File: src/rtl/apb_master_if.sv
// Bundles the local command/response port and the APB bus of apb_master.
// The master modport is the bridge's view; slave is the requester/slave side.
interface apb_master_if #(
    parameter int DATA_W = 8,
    parameter int ADDR_W = 2
);
    logic              cmd_valid;
    logic              cmd_ready;
    logic              cmd_write;
    logic [ADDR_W-1:0] cmd_addr;
    logic [DATA_W-1:0] cmd_wdata;

    logic              psel_x;
    logic              penable;
    logic              pwrite;
    logic [ADDR_W-1:0] paddr;
    logic [DATA_W-1:0] pwdata;
    logic              pready;
    logic [DATA_W-1:0] prdata;

    logic              rsp_valid;
    logic [DATA_W-1:0] rsp_rdata;
    logic              rsp_err;

    modport master (
        input  cmd_valid, cmd_write, cmd_addr, cmd_wdata, pready, prdata,
        output cmd_ready, psel_x, penable, pwrite, paddr, pwdata,
               rsp_valid, rsp_rdata, rsp_err
    );

    modport slave (
        output cmd_valid, cmd_write, cmd_addr, cmd_wdata, pready, prdata,
        input  cmd_ready, psel_x, penable, pwrite, paddr, pwdata,
               rsp_valid, rsp_rdata, rsp_err
    );
endinterface

File: src/rtl/apb_master.sv
// Single-outstanding APB master: turns one local command into an APB
// SETUP/ACCESS transfer and returns a one-cycle response, with optional timeout.
module apb_master #(
    parameter int DATA_W  = 8,
    parameter int ADDR_W  = 2,
    parameter int TIMEOUT = 15
) (
    input  logic          pclk,
    input  logic          preset_n,
    apb_master_if.master  bus
);

    localparam int CNT_W = (TIMEOUT > 0) ? $clog2(TIMEOUT + 1) : 1;
    localparam logic [CNT_W-1:0] TMO_LAST = CNT_W'((TIMEOUT > 0) ? (TIMEOUT - 1) : 0);

    typedef enum logic [1:0] {
        IDLE   = 2'd0,
        SETUP  = 2'd1,
        ACCESS = 2'd2
    } state_t;

    state_t            state, state_next;
    logic              pwrite_q, pwrite_next;
    logic [ADDR_W-1:0] paddr_q, paddr_next;
    logic [DATA_W-1:0] pwdata_q, pwdata_next;
    logic              rsp_valid_q, rsp_valid_next;
    logic [DATA_W-1:0] rsp_rdata_q, rsp_rdata_next;
    logic              rsp_err_q, rsp_err_next;
    logic [CNT_W-1:0]  wait_cnt, wait_cnt_next;

    always_ff @(posedge pclk or negedge preset_n) begin
        if (!preset_n) begin
            state       <= IDLE;
            pwrite_q    <= 1'b0;
            paddr_q     <= '0;
            pwdata_q    <= '0;
            rsp_valid_q <= 1'b0;
            rsp_rdata_q <= '0;
            rsp_err_q   <= 1'b0;
            wait_cnt    <= '0;
        end else begin
            state       <= state_next;
            pwrite_q    <= pwrite_next;
            paddr_q     <= paddr_next;
            pwdata_q    <= pwdata_next;
            rsp_valid_q <= rsp_valid_next;
            rsp_rdata_q <= rsp_rdata_next;
            rsp_err_q   <= rsp_err_next;
            wait_cnt    <= wait_cnt_next;
        end
    end

    // Completion is tested before the timeout so a late pready still wins the tie.
    always_comb begin
        state_next     = state;
        pwrite_next    = pwrite_q;
        paddr_next     = paddr_q;
        pwdata_next    = pwdata_q;
        rsp_valid_next = 1'b0;
        rsp_rdata_next = rsp_rdata_q;
        rsp_err_next   = rsp_err_q;
        wait_cnt_next  = wait_cnt;

        case (state)
            IDLE: begin
                if (bus.cmd_valid) begin
                    state_next    = SETUP;
                    pwrite_next   = bus.cmd_write;
                    paddr_next    = bus.cmd_addr;
                    pwdata_next   = bus.cmd_wdata;
                    wait_cnt_next = '0;
                end
            end
            SETUP: begin
                state_next = ACCESS;
            end
            ACCESS: begin
                if (bus.pready) begin
                    state_next     = IDLE;
                    rsp_valid_next = 1'b1;
                    rsp_err_next   = 1'b0;
                    rsp_rdata_next = pwrite_q ? '0 : bus.prdata;
                end else if ((TIMEOUT > 0) && (wait_cnt == TMO_LAST)) begin
                    state_next     = IDLE;
                    rsp_valid_next = 1'b1;
                    rsp_err_next   = 1'b1;
                    rsp_rdata_next = '0;
                end else if (TIMEOUT > 0) begin
                    wait_cnt_next = wait_cnt + CNT_W'(1);
                end
            end
            default: begin
                state_next = IDLE;
            end
        endcase
    end

    assign bus.cmd_ready = (state == IDLE);
    assign bus.psel_x    = (state != IDLE);
    assign bus.penable   = (state == ACCESS);
    assign bus.pwrite    = pwrite_q;
    assign bus.paddr     = paddr_q;
    assign bus.pwdata    = pwdata_q;
    assign bus.rsp_valid = rsp_valid_q;
    assign bus.rsp_rdata = rsp_rdata_q;
    assign bus.rsp_err   = rsp_err_q;

endmodule

File: src/flat_wrapper.sv
// flat-port wrapper written by rule: the top's interface ports become plain ports
module apb_master_flat 
#(
    parameter int DATA_W  = 8,
    parameter int ADDR_W  = 2,
    parameter int TIMEOUT = 15
)
  (pclk, preset_n, bus_cmd_valid, bus_cmd_write, bus_cmd_addr, bus_cmd_wdata, bus_pready, bus_prdata, bus_cmd_ready, bus_psel_x, bus_penable, bus_pwrite, bus_paddr, bus_pwdata, bus_rsp_valid, bus_rsp_rdata, bus_rsp_err);
  apb_master_if #(.DATA_W(DATA_W), .ADDR_W(ADDR_W)) bus_i ();
  input  logic pclk;
  input  logic preset_n;
  input wire logic [$bits(bus_i.cmd_valid)-1:0] bus_cmd_valid;
  input wire logic [$bits(bus_i.cmd_write)-1:0] bus_cmd_write;
  input wire logic [$bits(bus_i.cmd_addr)-1:0] bus_cmd_addr;
  input wire logic [$bits(bus_i.cmd_wdata)-1:0] bus_cmd_wdata;
  input wire logic [$bits(bus_i.pready)-1:0] bus_pready;
  input wire logic [$bits(bus_i.prdata)-1:0] bus_prdata;
  output wire logic [$bits(bus_i.cmd_ready)-1:0] bus_cmd_ready;
  output wire logic [$bits(bus_i.psel_x)-1:0] bus_psel_x;
  output wire logic [$bits(bus_i.penable)-1:0] bus_penable;
  output wire logic [$bits(bus_i.pwrite)-1:0] bus_pwrite;
  output wire logic [$bits(bus_i.paddr)-1:0] bus_paddr;
  output wire logic [$bits(bus_i.pwdata)-1:0] bus_pwdata;
  output wire logic [$bits(bus_i.rsp_valid)-1:0] bus_rsp_valid;
  output wire logic [$bits(bus_i.rsp_rdata)-1:0] bus_rsp_rdata;
  output wire logic [$bits(bus_i.rsp_err)-1:0] bus_rsp_err;
  assign bus_i.cmd_valid = bus_cmd_valid;
  assign bus_i.cmd_write = bus_cmd_write;
  assign bus_i.cmd_addr = bus_cmd_addr;
  assign bus_i.cmd_wdata = bus_cmd_wdata;
  assign bus_i.pready = bus_pready;
  assign bus_i.prdata = bus_prdata;
  assign bus_cmd_ready = bus_i.cmd_ready;
  assign bus_psel_x = bus_i.psel_x;
  assign bus_penable = bus_i.penable;
  assign bus_pwrite = bus_i.pwrite;
  assign bus_paddr = bus_i.paddr;
  assign bus_pwdata = bus_i.pwdata;
  assign bus_rsp_valid = bus_i.rsp_valid;
  assign bus_rsp_rdata = bus_i.rsp_rdata;
  assign bus_rsp_err = bus_i.rsp_err;
  apb_master #(.DATA_W(DATA_W), .ADDR_W(ADDR_W), .TIMEOUT(TIMEOUT)) u_core (.pclk(pclk), .preset_n(preset_n), .bus(bus_i));
endmodule
File: config.mk
export PLATFORM = sky130hd
export DESIGN_NAME = apb_master_flat
export DESIGN_NICKNAME = d
export VERILOG_FILES = /design/src/rtl/apb_master_if.sv /design/src/rtl/apb_master.sv /design/src/flat_wrapper.sv
export SDC_FILE = /design/constraint.sdc
export NUM_CORES = 1
export LEC_CHECK = 0
export ABC_CLOCK_PERIOD_IN_PS = 3400
export CAP_MARGIN = 10
export CORE_MARGIN = 4
export CORE_UTILIZATION = 44
export CTS_CLUSTER_SIZE = 14
export DETAILED_ROUTE_END_ITERATION = 10
export PLACE_DENSITY = 0.83
export SYNTH_ARGS = -nofsm -noshare
export SYNTH_HDL_FRONTEND = slang
export SYNTH_SLANG_ARGS = --single-unit
File: constraint.sdc
create_clock -name pclk -period 3.4 [get_ports pclk]
set_input_delay 0.34 -clock pclk [delete_from_list [all_inputs] [get_ports pclk]]
set_output_delay 0.34 -clock pclk [all_outputs]
set_load 0.005 [all_outputs]
# Yosys cells after proc, flatten, opt, wreduce, memory -nomap -nowiden
# Cells that the tools add are included.
dict set report totals {
  ff_bits 27
  latchBits 0
  ramBits 0
  romBits 0
  output_inout_bits 24
  word_cells 40
  n_memories 0
}
dict set report classes {
  addsub 1
  n_mul 0
  div_mod_pow 0
  order_cmp 0
  n_eq_ne 7
  n_shift 0
  muxes 16
  bitwise 0
  reduce_logical 8
}
# cell count
set op_table {}
lappend op_table {{$mux W8} 3}
lappend op_table {{$mux W4} 3}
lappend op_table {{$pmux W4 S2} 1}
lappend op_table {{$mux W2} 3}
lappend op_table {{$ne A2 B2 Y1 const B} 3}
lappend op_table {{$pmux W2 S3} 1}
lappend op_table {{$reduce_and A2 Y1} 3}
lappend op_table {{$reduce_bool A2 Y1} 3}
lappend op_table {{$mux W1} 5}
lappend op_table {{$add A4 B1 Y4 const B} 1}
lappend op_table {{$eq A4 B4 Y1 const B} 1}
lappend op_table {{$reduce_and A4 Y1} 1}
lappend op_table {{$ne A3 B2 Y1 const B} 1}
lappend op_table {{$eq A2 B1 Y1 const B} 1}
lappend op_table {{$eq A2 B2 Y1 const B} 1}
lappend op_table {{$logic_not A2 Y1} 1}

# Logic depth before layout (Yosys ltp)
# Gate-level depths: netlist of run 1.
dict set report depth {
  depth_word 4
  depth_mapped 6
}

# Least setup slack after synthesis of run 1
# Ideal clock, no wire load.
dict set report synth_path {
  path_kind {register -> register}
  start {register u_core.wait_cnt[0]}
  end {register u_core.wait_cnt[2]}
  setup_ps 126
  arrival_time_ps 1285
  t_required_ps 3274
  slack_ps 1989
  stages_incl_launch_ff 6
  path_buffers 0
  period_less_slack_ps 1411
  path_cell_list {dfrtp_1 inv_1 ha_1 a31oi_1 a21oi_2 a221o_1}
}
dict set report synth_via {
  elab_chain_len 4
  elab_cells_between_ends 7
}
# item line_no
set synth_rtl {}
lappend synth_rtl {{start, declared} apb_master.sv:29} ;# logic [CNT_W-1:0] wait_cnt, wait_cnt_next;
lappend synth_rtl {{start signal, assigned} apb_master.sv:49} ;# wait_cnt <= wait_cnt_next;
lappend synth_rtl {{$add A4 B1 Y4} apb_master.sv:89} ;# wait_cnt_next = wait_cnt + CNT_W'(1);
lappend synth_rtl {{$mux W4} apb_master.sv:83} ;# end else if ((TIMEOUT > 0) && (wait_cnt == TMO_LAST)) begin
lappend synth_rtl {{$mux W4} apb_master.sv:78} ;# if (bus.pready) begin
lappend synth_rtl {{$pmux W4 S2} apb_master.sv:64} ;# case (state)
# Parallel ways exist; a longest one is shown, timed or not. The select of a mux whose other input is x is not followed.
# A chain may end at the register's enable or synchronous reset.

# Worst setup path after layout of run 1
dict set report layout_path {
  start {register u_core.state[0]}
  end {output bus_penable}
}
dict set report layout_via {
  elab_chain_len 1
}
# item line_no
set layout_rtl {}
lappend layout_rtl {{start, declared} apb_master.sv:22} ;# state_t state, state_next;
lappend layout_rtl {{start signal, assigned} apb_master.sv:42} ;# state <= state_next;
lappend layout_rtl {{$eq A2 B2 Y1} apb_master.sv:100} ;# assign bus.penable = (state == ACCESS);
lappend layout_rtl {{end, declared} flat_wrapper.sv:20} ;# output wire logic [$bits(bus_i.penable)-1:0] bus_penable;
# Every way passes these cells.

==> results.toml, run 1 <==
[setup_path]
worst-setup-path-type = "flop to primary output"
critPathTopFamily = "buffers and inverters"
path_buf_inv = 2
cp-end-kind = "primary output"
path_cells = "nand2b_1 -> inv_2 -> clkdlybuf4s50_1"
crit_arrival_ns = 1.74
critPathMaxFanout = 7
critPathLaunchType = "flop"
slowest_stage = "clkdlybuf4s50_1"
required_ns = 3.06
cpPeakStageDelay_ns = 0.52

[finish]
final_common_cell = "clkdlybuf4s50_1"
syn_to_final_growth_pct = 46.93
n_antenna_cell = 0
drive_above_1_share_pct = 8.784
layout_common_cells = "46 x clkdlybuf4s50_1, 33 x nand2_1, 27 x dfrtp_1"
final_nets = 174

[synth]
yosysSeqAreaShare_pct = 61.36
syn_nets = 125
synth_cell_types = 29
avgSynthCellArea_sq_um = 11.01
synthCells = 100
ys_seq_elements = 27
synth_ff_type = "dfrtp_1"
synth_area_sq_um = 1101
synth_top_area_cell = "dfrtp_1"
synth_edf_count = 0
netlist.area_leader.share_pct = 61.36
synthTopCellsByArea = "dfrtp_1 61%, nand2_1 11%, a22o_1 6.4%"
yosysWarnings = 0
async_flop_share_pct = 100.0

[global_routing]
antenna_found_initial = 0
grt_pass1_vias = 801
grt_max_degree = 28
grt_first_pass_wirelength_mm = 3.712
grt.overflow.total = 0
grtUsageTotal_pct = 14.04

[clock_tree]
clk_path_buf_depth = 2
cts_tree = "built"
cts.sinks = 27
cts_made_buffers = 3
clk_latency_ns = 0.31
cts_hold_buffers = 0
cts_root_buf = "clkbuf_4"
cts-htree-levels = 1
postCtsSetupRepairBufs = 0
post_cts_resized = 0
cts.reportedPaths.clkPinSlew_ns = 0.14

[sta]
final.setup.tns_ns = 0
fin_crit_ns = 2.077
setup_ws_ns = 1.323
hold_viol = 0
fmax_mhz = 481.5
max_slew_margin_pct = 74.98
setup-violations-final = 0
drv_slew = 0
tightest_slew_ns = 0.3749
clock_skew_ns = 0.003239
fin_crit_sh_pct = 61.08
rsz0062_at_grt = "no"

[drt]
firstDrtPassIters = 4
wirelength_mm = 2.272
antenna_left = 0
route.detailed.drc = 0
via_per_inst = 4.915
wl_per_cell_um = 12.91
num_vias = 865
drtIter0Drc = 12

[min_path]
hold_class = "primary input to async pin"

[placed_design]
place_hpwl_mm = 1.734
gp_congestion = 0.7860
io_buffers = 46
place_ws_ns = 1.401

[power_and_ir_drop]
vdd_drop_max_v = 0.0004962
finalPower_w = 0.001261
p_per_area_nw_per_um2 = 779.5
p_leak_nw = 0.7785

[floorplanning]
rows = 17
core_sq_um = 2297
die_area_sq_um = 3367
die_x_um = 58.03
die_h_um = 58.03
ios = 47
initial_utilization_pct = 47.93

[status]
status = "complete, no violations"

[job]
max_cap_viol_count = 0
## final timing paths
kind	startpoint	end	slack, ns	cells past startpoint
setup / recovery	u_core.state[0]	bus_penable	1.32	3
hold / removal	preset_n	u_core.state[1]	0.37	2
setup reg to reg	u_core.state[0]	u_core.wait_cnt[2]	1.78	4
hold reg to reg	u_core.bus.pwdata[3]	u_core.bus.pwdata[3]	0.49	2
max in group asynchronous	preset_n	u_core.wait_cnt[2]	2.78	2
min in group pclk	u_core.bus.pwdata[3]	u_core.bus.pwdata[3]	0.49	2
## synthesized netlist by cell type, types with 2 or more instances
master	count
nand2_1	33
inv_1	3
nand2b_1	2
o21ai_0	2
a22o_1	8
ha_1	2
buf_2	2
dfrtp_1	27
## cell families (layout without fill, tap and decap cells)
group                    count (synthesis)  after routing  share of synthesized area [%]
AO/OA/AOI/OAI                           18             18                          13.30
adder cells (fa/ha/maj)                  2              2                          2.272
buffers and inverters                    8             56                          3.067
flip-flops                              27             27                          61.36
multiplexers                             1              1                          1.023
AND/OR/NAND/NOR                         44             44                          18.98
## layer usage
metal | track usage (%) | share of wire (%)
met1 | 19.94 | 47
met2 | 20.81 | 46
met3 | 4.232 | 6.5
met4 | 3.974 | 0.53
met5 | 0 | 0
## through the flow
stage	cell area [sq um]	cells	hold WS, ns	util, %
floorplan	1101	100	0.04441	-
global placement	1590	172	0.4598	69.23
detailed placement	1590	172	0.4628	69.23
CTS	1618	176	0.3720	70.42
global route	1618	176	0.3860	70.42
finish	1618	176	0.3717	70.42
## state kept, by name, indices dropped and copies added, names as in the netlist
| name | count |
|---|---|
| u_core.bus.pwrite | 1 |
| u_core.wait_cnt | 4 |
| u_core.bus.rsp_err | 1 |
| u_core.bus.paddr | 2 |
| u_core.bus.rsp_valid | 1 |
| u_core.bus.rsp_rdata | 8 |
| u_core.bus.pwdata | 8 |
| u_core.state | 2 |
## report_power, final
group | internal [W] | total (W) | switching (W)
combinational | 0.000361 | 0.000581 | 0.000221
clock | 0.0000439 | 0.000132 | 0.0000884
sequential | 0.000458 | 0.000547 | 0.0000895
## area by class of cell
class	instances	area (sq um)
clock buffers	3	22.52
clock inverters	1	5.005
fillers	178	679.4
inverters	5	20.02
multi-input cells	65	391.6
flip-flops and latches	27	675.6
well taps	28	35.03
repair buffers	47	467.9
## worst register-to-register path, delay by kind of cell, from the launching register on
family                 cells  cell delay, ns
AOI/OAI and AO/OA          2            0.44
buffers and inverters      1            0.18
DFF                        1            0.42
and+or+nand+nor            1            0.48
(Power assumes the default switching activity.)
==> run 2, diff against run 1 <==
ABC_CLOCK_PERIOD_IN_PS = 1700   (was 3400)
CORE_UTILIZATION = 37   (was 44)
PLACE_DENSITY = 0.74   (was 0.83)
clock period = 1.7 ns   (was 3.4 ns; I/O delays follow)
==> results.toml, run 2 (synthesis results as in run 1) <==
[clock_tree]
cts_root_buf = "clkbuf_4"
clk_latency_ns = 0.33
clk_path_buf_depth = 2
cts_tree = "built"
cts_hold_buffers = 0
cts-htree-levels = 1
cts.sinks = 27
cts.reportedPaths.clkPinSlew_ns = 0.14
cts_made_buffers = 3

[floorplanning]
initial_utilization_pct = 39.25
ios = 47
die_h_um = 62.55
die_x_um = 62.55
die_area_sq_um = 3913
core_sq_um = 2805
rows = 19

[sta]
setup_ws_ns = 0.1613
final.setup.tns_ns = 0
clock_skew_ns = 0.001910
hold_viol = 0
tightest_slew_ns = 0.3598
max_slew_margin_pct = 75.99
fin_crit_ns = 1.539
setup-violations-final = 0
fin_crit_sh_pct = 90.51
fmax_mhz = 649.9
rsz0062_at_grt = "no"
drv_slew = 0

[finish]
fill_cells = 235
drive_above_1_share_pct = 12.90
syn_to_final_growth_pct = 52.39
multiInputGateArea_sq_um = 391.6
n_antenna_cell = 0
final_nets = 181
layout_common_cells = "43 x clkdlybuf4s50_1, 33 x nand2_1, 27 x dfrtp_1"
final_common_cell = "clkdlybuf4s50_1"
seq_area_sq_um = 675.6
utilization_pct = 59.81

[setup_path]
cp-end-kind = "flop"
worst-setup-path-type = "flop to flop"
reg2reg_slack_ns = 0.16
required_ns = 1.93
critPathLaunchType = "flop"
critPathMaxFanout = 5
crit_arrival_ns = 1.77

[power_and_ir_drop]
power_frac_comb_pct = 47.8
seq_power_share_pct = 41.6
internal-power_w = 0.001789
p_per_area_nw_per_um2 = 1581
p_sw_w = 0.0008644
finalPower_w = 0.002653
p_leak_nw = 0.8388
clockPowerShare_pct = 10.5
vdd_drop_max_v = 0.0008420
p_sw_share_pct = 32.58

[global_routing]
grt.overflow.total = 0
grt_first_pass_wirelength_mm = 4.733
grt_max_degree = 28
antenna_found_initial = 0
grt_pass1_vias = 1095
grtUsageTotal_pct = 15.25

[placed_design]
place_ws_ns = 0.08031
io_buffers = 46
gp_congestion = 0.7757
place_hpwl_mm = 2.075

[drt]
route.detailed.drc = 0
antenna_left = 0
num_vias = 933
via_per_inst = 5.016
drtIter0Drc = 19
firstDrtPassIters = 4
wirelength_mm = 2.721
wl_per_cell_um = 14.63

[min_path]
hold_class = "primary input to async pin"

[status]
status = "complete, no violations"

[job]
max_cap_viol_count = 0
==> run 2: changes by cell type in the layout (fill, tap and decap cells not counted), sizes merged <==
cell	change
dlymetal6s2s	+2
buf	+7
dlygate4sd2	+1
clkdlybuf4s50	-3
==> run 2: stage by stage <==
stage | hold WS (ns) | instances | cell area [sq um]
6_report | 0.1832 | 186 | 1678
4_1_cts | 0.1913 | 186 | 1673
5_1_grt | 0.2193 | 186 | 1678
3_3_place_gp | 0.4605 | 178 | 1617
3_5_place_dp | 0.4707 | 178 | 1617
2_1_floorplan | -0.1256 | 100 | 1101
==> run 2: layer usage <==
metal | vias to the layer above | share of wire [%] | global-route usage (%)
met5 | - | 0 | 0
met2 | 35 | 50 | 26.50
li1 | 447 | - | -
met4 | 0 | 2.5 | 8.540
met1 | 445 | 41 | 16.71
met3 | 6 | 6.1 | 4.137
==> run 2: what timing repair did <==
action	CTS	global route
setup buffers	4	0
setup endpoints to repair	2	2
resized for setup	1	2
==> run 2: final timing paths <==
| kind | from | to | cells past startpoint |
|---|---|---|---|
| max | u_core.wait_cnt[0] | u_core.wait_cnt[2] | 5 |
| min | preset_n | u_core.bus.pwdata[0] | 2 |
| max reg2reg | u_core.wait_cnt[0] | u_core.wait_cnt[2] | 5 |
| min reg2reg | u_core.bus.pwdata[7] | u_core.bus.pwdata[7] | 2 |
| max in group asynchronous | preset_n | u_core.state[1] | 2 |
| min in group pclk | bus_cmd_addr[0] | u_core.bus.paddr[0] | 3 |
==> run 2: power groups by stage <==
stage / clock, W / combinational [W] / sequential, W
global placement: 0 / 0.00120 / 0.00110
global route: 0.000317 / 0.00139 / 0.00114
detailed placement: 0 / 0.00124 / 0.00111
floorplan: 0 / 0.000470 / 0.00111
finish: 0.000280 / 0.00127 / 0.00110
CTS: 0.000288 / 0.00130 / 0.00111
==> run 2: final cells by class <==
| class | instances | share of cell area, % |
|---|---|---|
| inverter | 5 | 1.193 |
| tap | 31 | 2.312 |
| timing repair buffer | 54 | 31.25 |
| clock buffer | 3 | 1.342 |
| clock inverter | 1 | 0.2983 |
| sequential | 27 | 40.27 |
| multi-input combinational | 65 | 23.34 |
==> run 2: critical path, stage by stage, from the launching register on <==
cell     delay [ns]
dfrtp_1        0.43
inv_1          0.06
ha_1           0.21
a31oi_1        0.25
a21oi_2        0.14
a221o_1        0.36
==> run 3, diff against run 2 <==
CTS_CLUSTER_DIAMETER = 60   (was unset)
MAX_ROUTING_LAYER = met4   (was unset)
TNS_END_PERCENT = 30   (was unset)
==> results.toml, run 3 (synthesis results as in run 1) <==
[min_path]
hold_class = "primary input to async pin"

[setup_path]
worst-setup-path-type = "flop to flop"
critPathLaunchType = "flop"
cp-end-kind = "flop"
required_ns = 1.92
path_cells = "inv_1 -> ha_1 -> a31oi_1 -> a21oi_2 -> a221o_1"
slowest_stage = "dfrtp_1"
cp-startpoint = "u_core.wait_cnt[0]"
crit_arrival_ns = 1.77
critPathMaxFanout = 5
cpPeakStageDelay_ns = 0.43
reg2reg_from = "u_core.wait_cnt[0]"

[global_routing]
grt_use_met3_pct = 3.237
grt_pass1_vias = 1082
grt.overflow.total = 0
grt_first_pass_wirelength_mm = 4.678
grtUsageTotal_pct = 15.56
grt_max_degree = 28
busiest_layer = "met2"
antenna_found_initial = 0
grt_util_met2_pct = 25.97
grt_use_met1_pct = 17.40

[power_and_ir_drop]
vdd_drop_max_v = 0.0008413
p_per_area_nw_per_um2 = 1576
finalPower_w = 0.002626
p_leak_nw = 0.8222

[sta]
fin_crit_sh_pct = 90.70
fmax_mhz = 648.5
setup-violations-final = 0
final.setup.tns_ns = 0
rsz0062_at_grt = "no"
drv_slew = 0
max_slew_margin_pct = 76.10
setup_ws_ns = 0.1580
hold_viol = 0
fin_crit_ns = 1.542
tightest_slew_ns = 0.3581
clock_skew_ns = 0.001891

[finish]
fill_cells = 235
finalInstanceArea_sq_um = 1667
final_common_cell = "clkdlybuf4s50_1"
drive_above_1_share_pct = 12.34
syn_to_final_growth_pct = 51.36
final_nets = 180
layout_common_cells = "43 x clkdlybuf4s50_1, 33 x nand2_1, 27 x dfrtp_1"
n_antenna_cell = 0

[job]
max_cap_viol_count = 0

[clock_tree]
cts.reportedPaths.clkPinSlew_ns = 0.14
cts_tree = "built"
cts-htree-levels = 1
cts_made_buffers = 3
clk_path_buf_depth = 2
cts_hold_buffers = 0
cts_root_buf = "clkbuf_4"
clk_latency_ns = 0.32
cts.sinks = 27

[drt]
wirelength_mm = 2.697
wl_per_cell_um = 14.58
route.detailed.drc = 0
via_per_inst = 5.086
firstDrtPassIters = 4
num_vias = 941
drtIter0Drc = 11
antenna_left = 0

[floorplanning]
die_x_um = 62.55
core_sq_um = 2805
initial_utilization_pct = 39.25
die_h_um = 62.55
die_area_sq_um = 3913
rows = 19
ios = 47

[status]
status = "complete, no violations"

[placed_design]
gp_congestion = 0.7863
place_hpwl_mm = 2.075
io_buffers = 46
placed_area_sq_um = 1617
place_ws_ns = 0.08031
run 3: changes by cell type in the layout (fill, tap and decap cells not counted), sizes merged:
cell and change:
buf -1, dlygate4sd2 +1, dlymetal6s2s -1
run 3: final timing paths:
check / end / slack, ns / depth (start not counted)
setup / recovery: u_core.wait_cnt[2] / 0.16 / 5
hold / removal: u_core.bus.pwdata[0] / 0.19 / 2
setup reg to reg: u_core.wait_cnt[2] / 0.16 / 5
hold reg to reg: u_core.bus.pwdata[7] / 0.52 / 2
max in group asynchronous: u_core.state[1] / 1.25 / 2
min in group pclk: u_core.bus.paddr[0] / 0.35 / 3
run 3: area by class of cell:
cell class	count	area (sq um)	share of cell area [%]
Sequential cell	27	675.6	40.54
Timing Repair Buffer	53	513.0	30.78
Inverter	5	20.02	1.201
Multi-Input combinational cell	65	391.6	23.50
Clock buffer	3	22.52	1.351
Clock inverter	1	5.005	0.3003
Tap cell	31	38.79	2.327
run 3: where the power goes:
| part | total (W) | internal, W | switching (W) |
|---|---|---|---|
| Combinational | 0.00125 | 0.000766 | 0.000481 |
| Clock | 0.000274 | 0.0000882 | 0.000186 |
| Sequential | 0.00110 | 0.000916 | 0.000188 |
| Total | 0.00263 | 0.00177 | 0.000855 |
run 3: per-layer routing:
metal,share of wire [%],wire length [um]
met1,42,1140
met2,49,1335
met3,5.0,136
met4,3.1,84
met5,0,0
run 3: repair_timing:
action / in CTS / in global routing
cloned: 0 / 0
resized for setup: 2 / 1
endpoints found under the hold margin: 0 / 0
setup endpoints to repair: 2 / 1
setup buffers: 3 / 0
run 3: critical path: cells and delay by family (launching register included):
kind                       cells  cell delay [ns]
AOI/OAI and AO/OA              3             0.75
DFF                            1             0.43
adders and majority gates      1             0.21
buffers and inverters          1             0.06
run 3: per-stage QoR:
step,hold WS [ns],cells,utilization [%]
2_1_floorplan,-0.1256,100,-
3_3_place_gp,0.4605,178,57.63
3_5_place_dp,0.4707,178,57.63
4_1_cts,0.1913,185,59.32
5_1_grt,0.2184,185,59.41
6_report,0.1919,185,59.41
